$ cat src/rtl/mem_stage_hs.sv
// Pipeline memory-access stage with req/ack handshake, big-endian byte lanes,
// per-access timeout and alignment-error reporting. Optional macro: MEM_STAGE_SEXT_EN.
module mem_stage_hs #(
  parameter int DW      = 16,
  parameter int AW      = 16,
  parameter int PW      = 6,
  parameter int TIMEOUT = 255
) (
  input  logic            clk,
  input  logic            rst,
  input  logic            en,
  input  logic            valid_i,
  input  logic            rd_i,
  input  logic            wr_i,
  input  logic            word_i,
`ifdef MEM_STAGE_SEXT_EN
  input  logic            sext_i,
`endif
  input  logic [AW-1:0]   addr_i,
  input  logic [DW-1:0]   data_i,
  input  logic [PW-1:0]   pass_i,
  output logic            stall_o,
  output logic            mem_req_o,
  output logic            mem_we_o,
  output logic [AW-1:0]   mem_addr_o,
  output logic [DW/8-1:0] mem_be_o,
  output logic [DW-1:0]   mem_wdata_o,
  input  logic            mem_ack_i,
  input  logic [DW-1:0]   mem_rdata_i,
  output logic            valid_o,
  output logic [DW-1:0]   result_o,
  output logic [PW-1:0]   pass_o,
  output logic            err_o
);

  localparam int L  = DW / 8;
  localparam int LW = (L > 1) ? $clog2(L) : 1;
  localparam int CW = 16;

  // Handshake: in REQ, mem_req_o stays high and mem_addr/we/be/wdata stay
  // stable until the cycle mem_ack_i is sampled high; rdata is valid with ack.
  typedef enum logic {IDLE = 1'b0, REQ = 1'b1} state_t;

  state_t          state_q;
  logic [CW-1:0]   cnt_q;
  logic            word_q;
  logic [LW-1:0]   lane_q;
  logic            sext_q;
  logic [DW-1:0]   data_q;
  logic [PW-1:0]   pass_cap_q;
  logic            stall_q, req_q, we_q, valid_q, err_q;
  logic [AW-1:0]   addr_q;
  logic [L-1:0]    be_q;
  logic [DW-1:0]   wdata_q, result_q;
  logic [PW-1:0]   pass_q;

  logic [LW-1:0]   lane_in;
  logic            is_mem, misalign, sext_in;
  logic [L-1:0]    be_d;
  logic [DW-1:0]   wdata_d;
  logic [7:0]      rbyte;
  logic [DW-1:0]   load_d;

  assign lane_in  = addr_i[LW-1:0];
  assign is_mem   = rd_i | wr_i;
  assign misalign = word_i & (lane_in != '0);

`ifdef MEM_STAGE_SEXT_EN
  assign sext_in = sext_i;
`else
  assign sext_in = 1'b0;
`endif

  // Lane k lives in bits [DW-1-8k -: 8]; be bit L-1 is the lowest address.
  always_comb begin
    be_d  = '0;
    rbyte = '0;
    for (int k = 0; k < L; k++) begin
      if (word_i || (lane_in == LW'(k))) be_d[L-1-k] = 1'b1;
      if (lane_q == LW'(k)) rbyte = mem_rdata_i[DW-1-8*k -: 8];
    end
    wdata_d = word_i ? data_i : {L{data_i[7:0]}};
    load_d  = word_q ? mem_rdata_i : {{(DW-8){sext_q & rbyte[7]}}, rbyte};
  end

  always_ff @(posedge clk or posedge rst) begin
    if (rst) begin
      state_q    <= IDLE;
      cnt_q      <= '0;
      word_q     <= 1'b0;
      lane_q     <= '0;
      sext_q     <= 1'b0;
      data_q     <= '0;
      pass_cap_q <= '0;
      stall_q    <= 1'b0;
      req_q      <= 1'b0;
      we_q       <= 1'b0;
      addr_q     <= '0;
      be_q       <= '0;
      wdata_q    <= '0;
      valid_q    <= 1'b0;
      err_q      <= 1'b0;
      result_q   <= '0;
      pass_q     <= '0;
    end else begin
      valid_q <= 1'b0;
      err_q   <= 1'b0;
      case (state_q)
        IDLE: begin
          if (en && valid_i) begin
            if (!is_mem) begin
              valid_q  <= 1'b1;
              result_q <= data_i;
              pass_q   <= pass_i;
            end else if (misalign) begin
              valid_q  <= 1'b1;
              err_q    <= 1'b1;
              result_q <= '0;
              pass_q   <= pass_i;
            end else begin
              state_q    <= REQ;
              cnt_q      <= '0;
              stall_q    <= 1'b1;
              req_q      <= 1'b1;
              we_q       <= wr_i & ~rd_i;
              addr_q     <= addr_i;
              be_q       <= be_d;
              wdata_q    <= wdata_d;
              word_q     <= word_i;
              lane_q     <= lane_in;
              sext_q     <= sext_in;
              data_q     <= data_i;
              pass_cap_q <= pass_i;
            end
          end
        end
        REQ: begin
          // Ack has priority over a timeout landing on the same edge.
          if (mem_ack_i || (cnt_q == CW'(TIMEOUT - 1))) begin
            state_q  <= IDLE;
            stall_q  <= 1'b0;
            req_q    <= 1'b0;
            we_q     <= 1'b0;
            addr_q   <= '0;
            be_q     <= '0;
            wdata_q  <= '0;
            valid_q  <= 1'b1;
            pass_q   <= pass_cap_q;
            if (mem_ack_i) begin
              result_q <= we_q ? data_q : load_d;
            end else begin
              err_q    <= 1'b1;
              result_q <= '0;
            end
          end else begin
            cnt_q <= cnt_q + 1'b1;
          end
        end
        default: state_q <= IDLE;
      endcase
    end
  end

  assign stall_o     = stall_q;
  assign mem_req_o   = req_q;
  assign mem_we_o    = we_q;
  assign mem_addr_o  = addr_q;
  assign mem_be_o    = be_q;
  assign mem_wdata_o = wdata_q;
  assign valid_o     = valid_q;
  assign err_o       = err_q;
  assign result_o    = result_q;
  assign pass_o      = pass_q;

endmodule

$ cat config.mk
export PLATFORM = sky130hd
export DESIGN_NAME = mem_stage_hs
export DESIGN_NICKNAME = d
export VERILOG_FILES = /design/src/rtl/mem_stage_hs.sv
export SDC_FILE = /design/constraint.sdc
export NUM_CORES = 1
export LEC_CHECK = 0
export CAP_MARGIN = 20
export CORE_MARGIN = 2
export CORE_UTILIZATION = 52
export DETAILED_ROUTE_END_ITERATION = 7
export HOLD_SLACK_MARGIN = 0.02
export PLACE_DENSITY = 0.95
export SLEW_MARGIN = 40
export SYNTH_ARGS = -nofsm -noshare
export SYNTH_HDL_FRONTEND = slang
export SYNTH_SLANG_ARGS = --single-unit
$ cat constraint.sdc
create_clock -name clk -period 9.9 [get_ports clk]
set_input_delay 1.98 -clock clk [delete_from_list [all_inputs] [get_ports clk]]
set_output_delay 1.98 -clock clk [all_outputs]
set_load 0.02 [all_outputs]
== Word level (Yosys, flattened, before mapping) ==
Index checks and enable logic that the tools add are counted.

* Add/subtract/negate cells: 1
* Equality and inequality tests: 7
* Mux-type cells: 60
* Bitwise logic cells: 7
* Reductions and logical operators: 8

{| class="wikitable"
|+ Operators with widths
! kind !! count
|-
| $mux W16 || 19
|-
| $pmux W16 S2 || 4
|-
| $mux W6 || 4
|-
| $mux W1 || 21
|-
| $add A16 B1 Y16 const B || 1
|-
| $eq A16 B8 Y1 const B || 1
|-
| $pmux W6 S2 || 1
|-
| $reduce_and A4 Y1 || 3
|-
| $pmux W1 S2 || 5
|-
| $mux W2 || 4
|-
| $mux W8 || 1
|-
| $ne A2 B2 Y1 const B || 4
|-
| $not A1 Y1 || 4
|-
| $pmux W2 S2 || 1
|-
| $logic_or A1 B1 Y1 || 3
|-
| $ne A3 B3 Y1 const B || 1
|-
| $reduce_and A3 Y1 || 1
|-
| $and A1 B1 Y1 || 2
|-
| $ne A2 B1 Y1 const B || 1
|-
| $logic_and A1 B1 Y1 || 1
|-
| $or A1 B1 Y1 || 1
|}

* Register bits after elaboration: 101
* Input port bits: 62
* Output and inout bits: 61
* Word-level logic and storage cells: 98

== Depth between registers and ports, before layout ==
* Word-level depth: 7
* Gate-level depth with buffers: 9
* Depth with buffers taken out: 8

== Worst setup path before layout ==
No wires, ideal clock.

* Kind: input port to flip-flop
* Start: input port word_i
* End: register addr_q[0] (netlist: mem_addr_o[0])
* Setup time: 66 ps
* Arrival: 3,155 ps
* Required time: 9,834 ps
* Slack: 6,679 ps
* Cell stages on the path: 6
* Buffers on the path: 2
* Path through: nand2_1 o21ai_2 buf_2 nor3_2 clkbuf_1 a22o_1

* Longest elaborated chain between the ends: 3

{| class="wikitable"
|+ RTL lines
! item !! RTL line !! text
|-
| from (decl) || 15 || <nowiki>input logic word_i,</nowiki>
|-
| $and A1 B1 Y1 || 66 || <nowiki>assign misalign = word_i & (lane_in != '0);</nowiki>
|-
| $ne A2 B2 Y1 (no line) || - ||
|-
| $reduce_and A4 Y1 (no line) || - ||
|-
| to (signal assigned) || 126 || <nowiki>addr_q <= addr_i;</nowiki>
|-
| to (decl) || 52 || <nowiki>logic [AW-1:0] addr_q;</nowiki>
|}

No other way between the ends.
A chain may end at the register's enable or synchronous reset.

== Final worst setup path ==
* Start: input port word_i
* End: register we_q (netlist: mem_we_o)

* Longest elaborated chain between the ends: 3

{| class="wikitable"
|+ RTL lines
! item !! RTL line !! text
|-
| $and A1 B1 Y1 || 66 ||
|-
| $ne A2 B2 Y1 (no line) || - ||
|-
| $reduce_and A4 Y1 (no line) || - ||
|-
| to (signal assigned) || 125 || <nowiki>we_q <= wr_i & ~rd_i;</nowiki>
|-
| to (decl) || 51 || <nowiki>logic stall_q, req_q, we_q, valid_q, err_q;</nowiki>
|}

No other way between the ends.

==> flow_metrics.py <==
metrics = {
    "floorplan": {
        "start_util_pct": 53.5,
        "rows": 34,
        "die_h_um": 98.5,
        "core_area_um2": 8680,
        "die_area_um2": 9700,
        "num_io_pins": 123,
        "die_w_um": 98.5,
    },
    "clock_tree": {
        "cts_tree": "built",
        "htreeDepth": 3,
        "ctsRootBufferMaster": "clkbuf_8",
        "postCtsSetupRepairBufs": 0,
        "clock-sinks": 101,
        "clock_path_buffers": 2,
        "ctsResizeCount": 0,
        "cts_inserted_buffers": 9,
        "clk_pin_slew_ns": 0.10,
        "clk_latency_ns": 0.38,
        "cts_hold_buffers": 0,
    },
    "setup_path": {
        "cp_data_arrival_time_ns": 4.63,
        "endpoint_kind": "register",
        "path_class": "primary input to register",
        "crit_path_start_kind": "primary input",
        "r2r_setup_slack_ns": 7.03,
        "required_ns": 10.21,
        "crit_fanout": 35,
    },
    "place": {
        "preCtsSetupSlack_ns": 5.22,
        "finalWeightedCongestion": 0.890,
        "dp_hpwl_um": 8450,
        "placedInstanceArea_um2": 5900,
        "portBuffers": 122,
    },
    "route": {
        "first_iter_violations": 188,
        "detail-route-antenna-nets": 0,
        "avgViaCountPerCell": 5.85,
        "wl_per_cell_um": 18.5,
        "first_pass_iters": 6,
        "wl_um": 12000,
        "drcViolationCount": 0,
        "vias": 3802,
    },
    "power": {
        "p_comb_share_pct": 28.5,
        "seq_power_share_pct": 46.9,
        "switching_power_uw": 370,
        "p_sw_share_pct": 32.6,
        "pwr-share-clk_pct": 24.5,
        "p_leak_uw": 0.00278,
        "ir_worst_vdd_mv": 0.122,
        "p_int_uw": 766,
        "cellPowerDensity_nw_per_um2": 186,
    },
    "timing": {
        "tightest_slew_ns": 0.783,
        "fin_skew_ns": 0.00848,
        "worst_hold_slack_ns": 0.485,
        "period_needed_ns": 4.33,
        "grt_setup_unrepaired": "no",
        "max_clock_freq_ghz": 0.231,
        "maxSlewHeadroom_pct": 47.6,
        "report.final.hold_viol_count": 0,
        "fin_crit_sh_pct": 43.7,
        "setup_viol": 0,
        "finalMaxSlewViolations": 0,
        "setup_ws_ns": 5.57,
        "final.setup.tns_ns": 0,
    },
    "yosys": {
        "async_reset_ff_share_pct": 100,
        "yosys_warnings": 0,
        "ys_seq_area_share_pct": 54.4,
        "synth_edf_count": 0,
        "synth_top_area_share_pct": 54.4,
        "ys.flop_type": "dfrtp_1",
        "ys_types": 51,
        "synth_seq_cells": 101,
        "avgSynthCellArea_um2": 10.9,
        "synth.cell_area_um2": 4640,
        "syn_nets": 490,
        "synth_area_leaders": "dfrtp_1 54%, nand2_1 8.3%, a22o_1 5.3%",
        "yosysTopAreaCell": "dfrtp_1",
        "netlist_instances": 426,
    },
    "global_routing": {
        "grt_max_degree": 61,
        "grtUsageTotal_pct": 25.4,
        "gr-total-overflow": 0,
        "grt_pass1_vias": 3907,
        "antenna_found_initial": 0,
        "grt_pass1_wl_um": 19600,
    },
    "finish": {
        "diodes": 0,
        "layout.nets": 601,
        "drive_above_1_share_pct": 11.4,
        "areaGrowthSynthToFinish_pct": 31.7,
        "final_cell_area_um2": 6120,
        "final_common_cell": "clkdlybuf4s50_1",
        "final_cell_mix": "122 x clkdlybuf4s50_1, 102 x nand2_1, 100 x dfrtp_1",
    },
    "hold_path": {
        "min_path_type": "register to register",
    },
    "status": {
        "status": "completed",
    },
    "flow_run": {
        "max_cap_violations": 0,
    },
}
## synth_stat cells (2+ instances only)
library cell  number
nand2_1          103
dfrtp_1          101
a22o_1            28
mux2i_1           23
o21ai_0           21
clkbuf_1          15
nand3_1           12
nor2_1            10
o2bb2ai_1         10
mux2_4             9
a22oi_1            7
and3_1             7
inv_1              7
mux2_2             7
a221o_2            5
nor3_1             5
a22o_2             4
buf_2              4
xnor2_1            4
and3_2             3
o211ai_1           3
o31ai_1            3
a21oi_1            2
buf_4              2
ha_1               2
nand4_1            2
nor2b_1            2
o21ai_2            2
## worst max-delay path, stage by stage
cell             delay (ns)
clkdlybuf4s50_1        0.77
nand2_1                0.28
o21ai_2                0.19
nor3_4                 0.69
buf_4                  0.48
a32o_1                 0.23
## cell families (layout without fill, tap and decap cells)
group | after synthesis | count (layout) | synth area share [%]
AO/OA/AOI/OAI | 94 | 94 | 16.3
XOR/XNOR | 4 | 4 | 0.754
adder cells (fa/ha/maj) | 2 | 2 | 0.539
buffers and inverters | 33 | 149 | 3.85
flip-flops | 101 | 101 | 54.4
multiplexers | 39 | 39 | 9.56
AND/OR/NAND/NOR | 153 | 153 | 14.6
## per-layer routing
layer / wire [µm] / share of wire [%] / GRT usage (%)
met1: 5010 / 42 / 33.4
met2: 6020 / 50 / 43.7
met3: 801 / 6.6 / 4.04
met4: 212 / 1.8 / 7.90
met5: 0 / 0 / 0
## power by group through the flow
stage / Sequential [µW] / Clock [µW] / Combinational, µW
4_1_cts: 532 / 281 / 326
2_1_floorplan: 576 / 0 / 133
6_report: 533 / 279 / 324
5_1_grt: 541 / 298 / 347
3_5_place_dp: 537 / 0 / 324
3_3_place_gp: 536 / 0 / 313
## registers in the layout, summed over array words and instances, names as in the netlist
name         count
pass_o           6
mem_addr_o      16
mem_we_o         1
word_q           1
data_q          16
err_o            1
valid_o          1
mem_req_o        1
result_o        16
cnt_q           16
mem_wdata_o     16
mem_be_o         2
state_q          1
pass_cap_q       6
lane_q           1
## layout make-up
class | instances | area [µm²]
fillers | 649 | 2560
flip-flops and latches | 101 | 2530
multi-input cells | 292 | 1960
repair buffers | 125 | 1240
well taps | 108 | 135
clock buffers | 9 | 124
clock inverters | 7 | 88.8
inverters | 8 | 37.5
## stage by stage
| step | instances | utilization, % | total power (µW) |
|---|---|---|---|
| detailed placement | 634 | 68.0 | 861 |
| global placement | 634 | 67.9 | 849 |
| global route | 650 | 70.5 | 1190 |
| finish | 650 | 70.5 | 1140 |
| CTS | 650 | 70.5 | 1140 |
| floorplan | 426 | - | 710 |
## final timing paths
path                                              from                         to  cells after the start
worst max-delay path                            word_i       mem_we_o$_DFFE_PP0P_                      6
worst min-delay path            data_q[10]$_DFFE_PP0P_     data_q[10]$_DFFE_PP0P_                      2
worst max register to register    cnt_q[0]$_DFFE_PP0P_       mem_we_o$_DFFE_PP0P_                      7
worst min register to register  data_q[10]$_DFFE_PP0P_     data_q[10]$_DFFE_PP0P_                      2
max in group asynchronous                          rst       mem_we_o$_DFFE_PP0P_                      3
min in group asynchronous                          rst  mem_addr_o[1]$_DFFE_PP0P_                      2
No activity file was read; power rests on OpenSTA's default activity.
